$ cat config.mk
export PLATFORM = sky130hd
export DESIGN_NAME = adder_bist
export DESIGN_NICKNAME = d
export VERILOG_FILES = /design/src/rtl/adder_bist.sv
export SDC_FILE = /design/constraint.sdc
export NUM_CORES = 1
export LEC_CHECK = 0
export CAP_MARGIN = 20
export CELL_PAD_IN_SITES_DETAIL_PLACEMENT = 0
export CELL_PAD_IN_SITES_GLOBAL_PLACEMENT = 1
export CORE_ASPECT_RATIO = 1.5
export CORE_MARGIN = 2
export CORE_UTILIZATION = 43
export CTS_CLUSTER_DIAMETER = 100
export DETAILED_ROUTE_END_ITERATION = 10
export PLACE_DENSITY = 0.86
export SYNTH_ARGS = -nofsm -noshare
export SYNTH_HDL_FRONTEND = slang
export SYNTH_SLANG_ARGS = --single-unit
$ cat constraint.sdc
create_clock -name clk -period 3.3 [get_ports clk]
set_input_delay 0.33 -clock clk [delete_from_list [all_inputs] [get_ports clk]]
set_output_delay 0.33 -clock clk [all_outputs]
set_load 0.005 [all_outputs]
$ cat src/rtl/adder_bist.sv
// Built-in self test for a one-bit full adder: sweeps {a,b,cin} 000..111, checks s/cout after a settle delay.
// Latency: SETTLE_CYCLES+2 cycles per vector, 8*(SETTLE_CYCLES+2) per run; start is ignored while busy.
// Optional feature: define ADDER_BIST_STOP_ON_FAIL_EN to end the run at the first mismatching vector.
module adder_bist #(
    parameter int SETTLE_CYCLES = 1,
    parameter int ERR_W         = 4
) (
    input  logic             clk,
    input  logic             rst_n,
    input  logic             start,
    output logic             a,
    output logic             b,
    output logic             cin,
    input  logic             s,
    input  logic             cout,
    output logic             busy,
    output logic             done,
    output logic             pass,
    output logic [ERR_W-1:0] err_cnt,
    output logic [2:0]       fail_vec,
    output logic             fail_valid
);

    if (SETTLE_CYCLES < 1 || SETTLE_CYCLES > 15) begin : g_bad_settle
        $error("adder_bist: SETTLE_CYCLES must be in 1..15");
    end

    localparam logic [2:0] ST_IDLE  = 3'd0;
    localparam logic [2:0] ST_DRIVE = 3'd1;
    localparam logic [2:0] ST_WAIT  = 3'd2;
    localparam logic [2:0] ST_CHECK = 3'd3;
    localparam logic [2:0] ST_DONE  = 3'd4;

    localparam logic [3:0] SETTLE_LD = 4'(SETTLE_CYCLES);

    logic [2:0]       state_q, state_d;
    logic [2:0]       idx_q, idx_d;
    logic [2:0]       vec_q, vec_d;
    logic [3:0]       cnt_q, cnt_d;
    logic [ERR_W-1:0] err_q, err_d;
    logic [2:0]       fvec_q, fvec_d;
    logic             fvld_q, fvld_d;

    logic exp_s;
    logic exp_c;
    logic mismatch;
    logic stop_now;

    assign exp_s    = vec_q[2] ^ vec_q[1] ^ vec_q[0];
    assign exp_c    = (vec_q[2] & vec_q[1]) | (vec_q[2] & vec_q[0]) | (vec_q[1] & vec_q[0]);
    assign mismatch = (s != exp_s) || (cout != exp_c);

`ifdef ADDER_BIST_STOP_ON_FAIL_EN
    assign stop_now = mismatch;
`else
    assign stop_now = 1'b0;
`endif

    always_comb begin
        state_d = state_q;
        idx_d   = idx_q;
        vec_d   = vec_q;
        cnt_d   = cnt_q;
        err_d   = err_q;
        fvec_d  = fvec_q;
        fvld_d  = fvld_q;
        case (state_q)
            ST_IDLE, ST_DONE: begin
                if (start) begin
                    idx_d   = 3'd0;
                    err_d   = '0;
                    fvec_d  = 3'd0;
                    fvld_d  = 1'b0;
                    state_d = ST_DRIVE;
                end
            end
            ST_DRIVE: begin
                vec_d   = idx_q;
                cnt_d   = SETTLE_LD;
                state_d = ST_WAIT;
            end
            ST_WAIT: begin
                cnt_d = cnt_q - 4'd1;
                if (cnt_q <= 4'd1) begin
                    state_d = ST_CHECK;
                end
            end
            ST_CHECK: begin
                if (mismatch) begin
                    if (!(&err_q)) begin
                        err_d = err_q + 1'b1;
                    end
                    if (!fvld_q) begin
                        fvec_d = vec_q;
                        fvld_d = 1'b1;
                    end
                end
                // idx never wraps: the run ends on the idx==7 test, or earlier when stopping on fail
                if (stop_now || idx_q == 3'd7) begin
                    state_d = ST_DONE;
                end else begin
                    idx_d   = idx_q + 3'd1;
                    state_d = ST_DRIVE;
                end
            end
            default: state_d = ST_IDLE;
        endcase
    end

    always_ff @(posedge clk or negedge rst_n) begin
        if (!rst_n) begin
            state_q <= ST_IDLE;
            idx_q   <= 3'd0;
            vec_q   <= 3'd0;
            cnt_q   <= 4'd0;
            err_q   <= '0;
            fvec_q  <= 3'd0;
            fvld_q  <= 1'b0;
        end else begin
            state_q <= state_d;
            idx_q   <= idx_d;
            vec_q   <= vec_d;
            cnt_q   <= cnt_d;
            err_q   <= err_d;
            fvec_q  <= fvec_d;
            fvld_q  <= fvld_d;
        end
    end

    assign a          = vec_q[2];
    assign b          = vec_q[1];
    assign cin        = vec_q[0];
    assign busy       = (state_q == ST_DRIVE) || (state_q == ST_WAIT) || (state_q == ST_CHECK);
    assign done       = (state_q == ST_DONE);
    assign pass       = done && (err_q == '0);
    assign err_cnt    = err_q;
    assign fail_vec   = fvec_q;
    assign fail_valid = fvld_q;

endmodule
==> flow_metrics.py, run 1 <==
metrics = {
    "run_status": {
        "status": "finished, final reports clean",
    },
    "sta": {
        "setup-tns-final_ns": 0,
        "finalMaxSlewViolations": 0,
        "tightest_slew_ns": 0.952,
        "rsz0062_at_grt": "no",
        "holdWs_ns": 0.505,
        "final.period_utilization_pct": 71.3,
        "fmax_mhz": 425,
        "clock_skew_ns": 0.00421,
        "hold_viol_final": 0,
        "final.min_clock_period_ns": 2.35,
        "finalSetupViolations": 0,
        "worst_slack_ns": 0.947,
        "relSlewSlack_pct": 36.4,
    },
    "power": {
        "p_total_mw": 1.20,
        "powerDensity_nw_per_um2": 847,
        "p_leak_nw": 0.675,
        "ir_drop_mv": 0.387,
    },
    "synthesis": {
        "synth-seq-cells": 21,
        "synth_cells": 116,
        "synth_top_area_cell": "dfrtp_1",
        "yosysWarnings": 0,
        "synth_area_um2": 1170,
        "ys_seq_area_share_pct": 45.0,
        "synth.distinct_cells": 33,
        "yosysTopAreaCellShare_pct": 45.0,
        "syn_area_per_cell_um2": 10.1,
        "syn_nets": 128,
        "synth_top_cells_by_area": "dfrtp_1 (45%), ha_1 (6.4%), mux2i_1 (5.1%)",
    },
    "final_layout": {
        "nNetsFinal": 146,
        "area.growth.synth_to_final_pct": 21.0,
        "drive_above_1_share_pct": 5.26,
        "n_antenna_cell": 0,
        "design_area_um2": 1410,
        "fin_cells": 170,
        "fill_cells": 246,
        "multi_input_area_um2": 571,
        "regArea_um2": 526,
        "post-route-util_pct": 53.9,
    },
    "clocking": {
        "numCtsBuffers": 3,
        "htree_num_levels": 1,
        "ctsHoldBuffers": 0,
        "root_buffer": "clkbuf_8",
        "cts.sinks": 21,
        "cts_resized": 0,
        "cts.reportedPaths.clkPinSlew_ns": 0.08,
        "post-cts-setup-buffers": 0,
        "clk_latency_ns": 0.26,
        "max-clock-path-buffers": 2,
        "cts_tree": "done",
    },
    "routing": {
        "drt_wl_total_um": 2270,
        "firstDrtPassIters": 5,
        "drtAntennaViolNets": 0,
        "drc": 0,
        "drt_iter0_markers": 22,
        "vias": 907,
        "via_per_inst": 5.34,
        "wl_per_cell_um": 13.4,
    },
    "global_routing": {
        "grt_max_degree": 22,
        "grt_pass1_vias": 846,
        "grt_usage_pct": 16.7,
        "antenna_found_initial": 0,
        "grt.overflow.total": 0,
        "grt_first_pass_wirelength_um": 3880,
    },
    "worst_setup_path": {
        "crit_end": "pass",
        "cp-startpoint": "state_q[0]$_DFFE_PN0P_",
        "cp-end-kind": "output port",
        "cp-start-kind": "flip-flop",
        "critPathRequiredTime_ns": 2.97,
        "rr_endpoint": "fail_vec[1]$_DFFE_PN0P_",
        "rrSetupSlack_ns": 1.40,
        "cp.arrival_ns": 2.02,
        "reg2reg_depth": 4,
        "critical_path_class": "flip-flop to output port",
        "crit_fanout": 16,
        "reg2reg_from": "vec_q[2]$_DFFE_PN0P_",
    },
    "floorplan": {
        "coreArea_um2": 2620,
        "dieArea_um2": 3160,
        "initial_core_util_pct": 44.6,
        "die_h_um": 67.8,
        "die_w_um": 46.5,
        "io-pin-count": 19,
        "num_rows": 23,
    },
    "flow_run": {
        "cap_violations": 0,
    },
    "placed_design": {
        "gp_congestion": 0.760,
        "place_worst_setup_slack_ns": 1.23,
        "dp.final_hpwl_um": 1710,
        "postPlaceCellArea_um2": 1370,
        "dp_cells": 166,
        "portBuffers": 18,
    },
    "min_path": {
        "hp-class": "flip-flop to flip-flop",
    },
}
[power breakdown]
part	internal [mW]	switching (mW)
logic	0.304	0.249
clock network	0.0859	0.0812
registers	0.349	0.128
[registers in the layout (all words and copies together), names as in the netlist]
register / count
cnt_q: 4
err_cnt: 4
fail_valid: 1
fail_vec: 3
idx_q: 3
state_q: 3
vec_q: 3
[cell usage in the layout (no fill, tap or decap), drive strengths merged, types with 2 or more instances in the layout]
master | Yosys | layout
nand3 | 2 | 2
dfrtp | 21 | 21
o22ai | 2 | 2
nor3b | 2 | 2
ha | 6 | 6
inv | 12 | 12
o21ai | 8 | 8
mux2 | 2 | 2
clkbuf | 4 | 4
nand2 | 13 | 13
xor2 | 2 | 2
mux2i | 6 | 6
nor3 | 2 | 2
a21oi | 5 | 5
nor2 | 5 | 5
clkdlybuf4s50 | 0 | 18
a22o | 2 | 2
and3b | 2 | 2
nor4b | 3 | 3
o211ai | 3 | 3
[logic make-up after synthesis]
| kind of cell | count (synthesis) | synth area share [%] |
|---|---|---|
| adder cells (fa/ha/maj) | 7 | 8.15 |
| flip-flops | 21 | 45.0 |
| XOR/XNOR | 3 | 2.25 |
| buffers and inverters | 17 | 6.11 |
| AND/OR/NAND/NOR | 33 | 15.3 |
| AO/OA/AOI/OAI | 27 | 15.4 |
| multiplexers | 8 | 7.72 |
[cells in the mapped netlist]
cell	instances
nor3b_1	2
and3_1	1
clkbuf_1	4
o22a_1	1
nor3_1	2
o22ai_1	2
mux2i_1	6
buf_6	1
a22o_1	2
inv_1	12
xnor2_1	1
o21ai_0	8
dfrtp_1	21
a21oi_1	5
o2bb2ai_1	1
or4b_2	1
ha_1	6
xor2_1	2
a22oi_1	1
o211ai_1	3
nor2_1	5
o221a_2	1
o211a_1	1
nor4b_1	3
nand2_1	13
or3b_1	1
mux2_4	2
nand3b_1	1
nand3_1	2
o21bai_1	1
fa_1	1
a2bb2oi_1	1
and3b_1	2
[worst max-delay path: stages, from the launching register on]
cell and delay, ns:
dfrtp_1 0.56, nor2_1 0.22, nand2_1 0.11, nor4b_1 0.33, clkdlybuf4s50_1 0.56
[layer usage]
metal	GRT usage, %	up-vias	wire length (um)
li1	-	438	-
met1	21.1	447	990
met2	27.6	18	1190
met3	2.64	4	65
met4	6.79	0	29
met5	0	-	0
[worst min path at each step]
stage	startpoint	to	slack, ns	cells past startpoint
finish	fail_valid$_DFFE_PN0P_	fail_valid$_DFFE_PN0P_	0.50	2
global route	fail_valid$_DFFE_PN0P_	fail_valid$_DFFE_PN0P_	0.53	2
CTS	fail_valid$_DFFE_PN0P_	fail_valid$_DFFE_PN0P_	0.51	2
detailed placement	fail_valid$_DFFE_PN0P_	fail_valid$_DFFE_PN0P_	0.49	2
global placement	fail_valid$_DFFE_PN0P_	fail_valid$_DFFE_PN0P_	0.49	2
floorplan	rst_n	cnt_q[0]$_DFFE_PN0P_	0.03	0
[area by class of cell]
cell class,instances,area share (%)
Inverter,12,3.19
Sequential cell,21,37.2
Tap cell,37,3.28
Clock buffer,4,3.19
Timing Repair Buffer,18,12.8
Multi-Input combinational cell,78,40.4
(Power assumes the default switching activity.)
==> run 2: changes to the inputs <==
CORE_UTILIZATION = 40   (was 43)
PLACE_DENSITY = 0.81   (was 0.86)
clock period = 2.2 ns   (was 3.3 ns; I/O delays follow)
==> run 2 against run 1 <==
Effect of this change:
- worst hold slack worse by 0.20 ns
- power is 53% higher
- flip-flop and latch count stayed put
- setup slack worse by 0.75 ns
- combinational power is 67% higher
- critical path type unchanged
- sequential share of layout area is 0.78 points lower
- critical path depth stayed put
==> flow_metrics.py, run 2 (same netlist as run 1, synthesis figures left out) <==
metrics = {
    "run_status": {
        "status": "finished, final reports clean",
    },
    "worst_setup_path": {
        "reg2reg_from": "vec_q[2]$_DFFE_PN0P_",
        "critPathRequiredTime_ns": 1.98,
        "cp-end-kind": "output port",
        "cp.arrival_ns": 1.79,
        "critical_path_class": "flip-flop to output port",
        "reg2reg_depth": 4,
        "rr_endpoint": "fail_vec[1]$_DFFE_PN0P_",
        "cp-start-kind": "flip-flop",
        "rrSetupSlack_ns": 0.36,
        "crit_fanout": 3,
    },
    "sta": {
        "rsz0062_at_grt": "no",
        "setup-tns-final_ns": 0,
        "fmax_mhz": 499,
        "relSlewSlack_pct": 64.2,
        "final.period_utilization_pct": 91.2,
        "clock_skew_ns": 0.00214,
        "finalSetupViolations": 0,
        "hold_viol_final": 0,
        "worst_slack_ns": 0.195,
        "tightest_slew_ns": 0.535,
        "finalMaxSlewViolations": 0,
        "final.min_clock_period_ns": 2.01,
    },
    "final_layout": {
        "fill_cells": 261,
        "area.growth.synth_to_final_pct": 23.9,
        "n_antenna_cell": 0,
        "fin_cells": 176,
        "drive_above_1_share_pct": 8.76,
        "nNetsFinal": 150,
        "mostFrequentLayoutCells": "dfrtp_1 (20), clkdlybuf4s50_1 (18), nand2_1 (13)",
        "layout_commonest_cell": "dfrtp_1",
        "post-route-util_pct": 50.7,
    },
    "power": {
        "ir_drop_mv": 0.552,
        "p_leak_nw": 0.692,
        "powerDensity_nw_per_um2": 1270,
        "p_total_mw": 1.84,
    },
    "routing": {
        "drc": 0,
        "drtAntennaViolNets": 0,
        "vias": 928,
        "firstDrtPassIters": 4,
        "via_per_inst": 5.27,
        "drt_iter0_markers": 11,
        "wl_per_cell_um": 13.1,
        "drt_wl_total_um": 2310,
    },
    "clocking": {
        "htree_num_levels": 1,
        "root_buffer": "clkbuf_8",
        "clk_latency_ns": 0.26,
        "max-clock-path-buffers": 2,
        "cts.sinks": 21,
        "numCtsBuffers": 3,
        "cts_tree": "done",
        "ctsHoldBuffers": 0,
        "cts.reportedPaths.clkPinSlew_ns": 0.08,
    },
    "placed_design": {
        "portBuffers": 18,
        "place_worst_setup_slack_ns": 0.377,
        "gp_congestion": 0.768,
        "dp_cells": 172,
        "dp.final_hpwl_um": 1760,
    },
    "min_path": {
        "hp-class": "input pin to async pin",
    },
    "global_routing": {
        "antenna_found_initial": 0,
        "grt_usage_pct": 15.9,
        "grt_pass1_vias": 878,
        "grt_first_pass_wirelength_um": 3830,
        "grt_max_degree": 22,
        "grt.overflow.total": 0,
    },
    "floorplan": {
        "dieArea_um2": 3380,
        "initial_core_util_pct": 40.9,
        "coreArea_um2": 2850,
        "die_h_um": 70.2,
        "die_w_um": 48.1,
        "num_rows": 24,
        "io-pin-count": 19,
    },
    "flow_run": {
        "cap_violations": 0,
    },
}
==> run 2: cell count changes in the layout (fill, tap and decap cells not counted), sizes merged <==
| cell | before | now |
|---|---|---|
| buf | 0 | 4 |
==> run 2: area by class of cell <==
cell class | instances | area (um2) | share of cell area, %
Multi-Input combinational cell | 78 | 571 | 39.4
Sequential cell | 21 | 527 | 36.4
Timing Repair Buffer | 22 | 210 | 14.5
Tap cell | 39 | 48.8 | 3.37
Clock buffer | 4 | 45.0 | 3.11
Inverter | 12 | 45.0 | 3.11
==> run 2: power by group <==
group	internal [mW]	switching [mW]
clock	0.129	0.125
combinational	0.485	0.437
sequential	0.525	0.134
total	1.14	0.696
==> run 2: stage by stage <==
step / hold slack, ns / area (um2)
2_1_floorplan: -0.0756 / 1170
3_3_place_gp: 0.497 / 1400
5_1_grt: 0.337 / 1450
6_report: 0.309 / 1450
3_5_place_dp: 0.507 / 1400
4_1_cts: 0.320 / 1450
==> run 2: routing by layer <==
metal  global-route usage (%)  part of all wire [%]  vias to the layer above
li1                         -                     -                      448
met1                     19.1                    43                      451
met2                     25.6                    51                       22
met3                     1.81                   3.2                        7
met4                     9.01                   3.2                        0
met5                        0                     0                        -
==> run 2: timing repair <==
action                     4_1_cts  5_1_grt
setup endpoints to repair        0        1
resized for setup                0        1
setup buffers                    0        0
hold endpoints to repair         0        0
==> run 2: critical path: stages (launching register included) <==
cell and delay, ns:
dfrtp_1 0.39, nor2_1 0.17, nand2_1 0.13, nor4b_1 0.29
clkdlybuf4s50_1 0.55
==> run 2: worst max path at each step <==
| stage | from | end | slack (ns) | cells after the start |
|---|---|---|---|---|
| detailed placement | vec_q[2]$_DFFE_PN0P_ | fail_vec[1]$_DFFE_PN0P_ | 0.38 | 4 |
| global route | state_q[0]$_DFFE_PN0P_ | pass | 0.09 | 4 |
| finish | state_q[0]$_DFFE_PN0P_ | pass | 0.19 | 4 |
| CTS | state_q[2]$_DFFE_PN0P_ | pass | 0.09 | 3 |
| floorplan | vec_q[2]$_DFFE_PN0P_ | fail_vec[0]$_DFFE_PN0P_ | 0.49 | 4 |
| global placement | state_q[2]$_DFFE_PN0P_ | pass | 0.40 | 3 |
==> run 3: changes to the inputs <==
PLACE_DENSITY = not set   (was 0.81)
PLACE_DENSITY_LB_ADDON = 0.1   (was not set)
==> run 3 against run 2 <==
Effect of this change:
- count of clock-buffer cells in the layout unchanged
- routed wire length is 2.3% higher
- critical path depth did not move
- via count fell by 4.2%
- power fell by 0.69%
- final cell count decreased by 0.57%
- critical path type unchanged
- largest power group unchanged
==> flow_metrics.py, run 3 (same netlist as run 1, synthesis figures left out) <==
metrics = {
    "sta": {
        "finalSetupViolations": 0,
        "setup-tns-final_ns": 0,
        "rsz0062_at_grt": "no",
        "finalMaxSlewViolations": 0,
        "final.period_utilization_pct": 94.1,
        "fmax_mhz": 483,
        "relSlewSlack_pct": 58.9,
        "final.min_clock_period_ns": 2.07,
        "hold_viol_final": 0,
        "holdWs_ns": 0.305,
        "clock_skew_ns": 0.00445,
        "tightest_slew_ns": 0.615,
    },
    "min_path": {
        "hp-class": "input pin to async pin",
    },
    "placed_design": {
        "gp_congestion": 0.688,
        "dp.final_hpwl_um": 1760,
        "postPlaceCellArea_um2": 1390,
        "dp_cells": 171,
        "portBuffers": 18,
    },
    "worst_setup_path": {
        "reg2reg_from": "vec_q[2]$_DFFE_PN0P_",
        "cp.arrival_ns": 1.85,
        "crit_fanout": 13,
        "cp-end-kind": "output port",
        "worstPathCellList": "nor2_1 > nand2_1 > nor4b_1 > clkdlybuf4s50_1",
        "rrSetupSlack_ns": 0.38,
        "crit_slowest_cell": "clkdlybuf4s50_1",
        "critical_path_class": "flip-flop to output port",
        "critPathRequiredTime_ns": 1.98,
        "cp-startpoint": "state_q[1]$_DFFE_PN0P_",
        "cp-start-kind": "flip-flop",
        "cpPeakStageDelay_ns": 0.55,
        "rr_endpoint": "fail_vec[0]$_DFFE_PN0P_",
        "reg2reg_depth": 4,
    },
    "final_layout": {
        "fin_cells": 175,
        "design_area_um2": 1440,
        "drive_above_1_share_pct": 8.82,
        "nNetsFinal": 149,
        "layout_commonest_cell": "dfrtp_1",
        "n_antenna_cell": 0,
        "area.growth.synth_to_final_pct": 23.4,
        "post-route-util_pct": 50.5,
        "mostFrequentLayoutCells": "dfrtp_1 (19), clkdlybuf4s50_1 (18), nand2_1 (13)",
    },
    "clocking": {
        "post-cts-setup-buffers": 0,
        "clk_latency_ns": 0.26,
        "ctsHoldBuffers": 0,
        "htree_num_levels": 1,
        "max-clock-path-buffers": 2,
        "root_buffer": "clkbuf_8",
        "cts_resized": 0,
        "cts_tree": "done",
        "cts.reportedPaths.clkPinSlew_ns": 0.08,
        "numCtsBuffers": 3,
        "cts.sinks": 21,
    },
    "global_routing": {
        "grt_first_pass_wirelength_um": 4020,
        "antenna_found_initial": 0,
        "grt_pass1_vias": 887,
        "grt_usage_pct": 16.3,
        "grt.overflow.total": 0,
        "grt_max_degree": 22,
    },
    "routing": {
        "via_per_inst": 5.08,
        "drt_wl_total_um": 2360,
        "drtAntennaViolNets": 0,
        "vias": 889,
        "drc": 0,
        "wl_per_cell_um": 13.5,
        "drt_iter0_markers": 12,
        "firstDrtPassIters": 4,
    },
    "run_status": {
        "status": "finished, final reports clean",
    },
    "floorplan": {
        "dieArea_um2": 3380,
        "coreArea_um2": 2850,
        "io-pin-count": 19,
        "num_rows": 24,
        "initial_core_util_pct": 40.9,
        "die_h_um": 70.2,
        "die_w_um": 48.1,
    },
    "power": {
        "ir_drop_mv": 0.621,
        "p_leak_nw": 0.686,
        "powerDensity_nw_per_um2": 1270,
    },
    "flow_run": {
        "cap_violations": 0,
    },
}
## run 3: cell count changes in the layout (fill, tap and decap cells not counted)
cell and change:
buf_4 -1, dfrtp_2 +1, dfrtp_1 -1
## run 3: how the worst max path moves through the flow
stage                                   end  slack [ns]  depth (start not counted)
floorplan           fail_vec[0]$_DFFE_PN0P_        0.49                          4
global placement                       pass        0.37                          4
detailed placement                     pass        0.34                          4
CTS                                    pass        0.05                          4
global route                           pass        0.02                          4
finish                                 pass        0.13                          4
## run 3: per-stage QoR
step / power, mW / setup WS [ns]
2_1_floorplan: 1.27 / 0.494
3_3_place_gp: 1.56 / 0.374
3_5_place_dp: 1.58 / 0.343
4_1_cts: 1.84 / 0.0465
5_1_grt: 1.99 / 0.0156
6_report: 1.82 / 0.131
## run 3: area by class of cell
| cell class | instances | area [um2] |
|---|---|---|
| Fill cell | 286 | 1410 |
| Multi-Input combinational cell | 78 | 571 |
| Sequential cell | 21 | 528 |
| Timing Repair Buffer | 21 | 203 |
| Tap cell | 39 | 48.8 |
| Clock buffer | 4 | 45.0 |
| Inverter | 12 | 45.0 |
## run 3: routing by layer
metal	track usage [%]	share of wire (%)	up-vias
li1	-	-	444
met1	19.2	41	425
met2	27.7	54	16
met3	2.58	3.3	4
met4	6.31	1.6	0
met5	0	0	-
## run 3: critical path: cells and delay by family (launching register included)
kind          cells  cell delay, ns
buf+inv           1            0.55
flops             1            0.49
simple gates      3            0.54
## run 3: where the power goes
group	switching, mW	internal [mW]
Sequential	0.158	0.526
Combinational	0.407	0.474
Clock	0.128	0.129
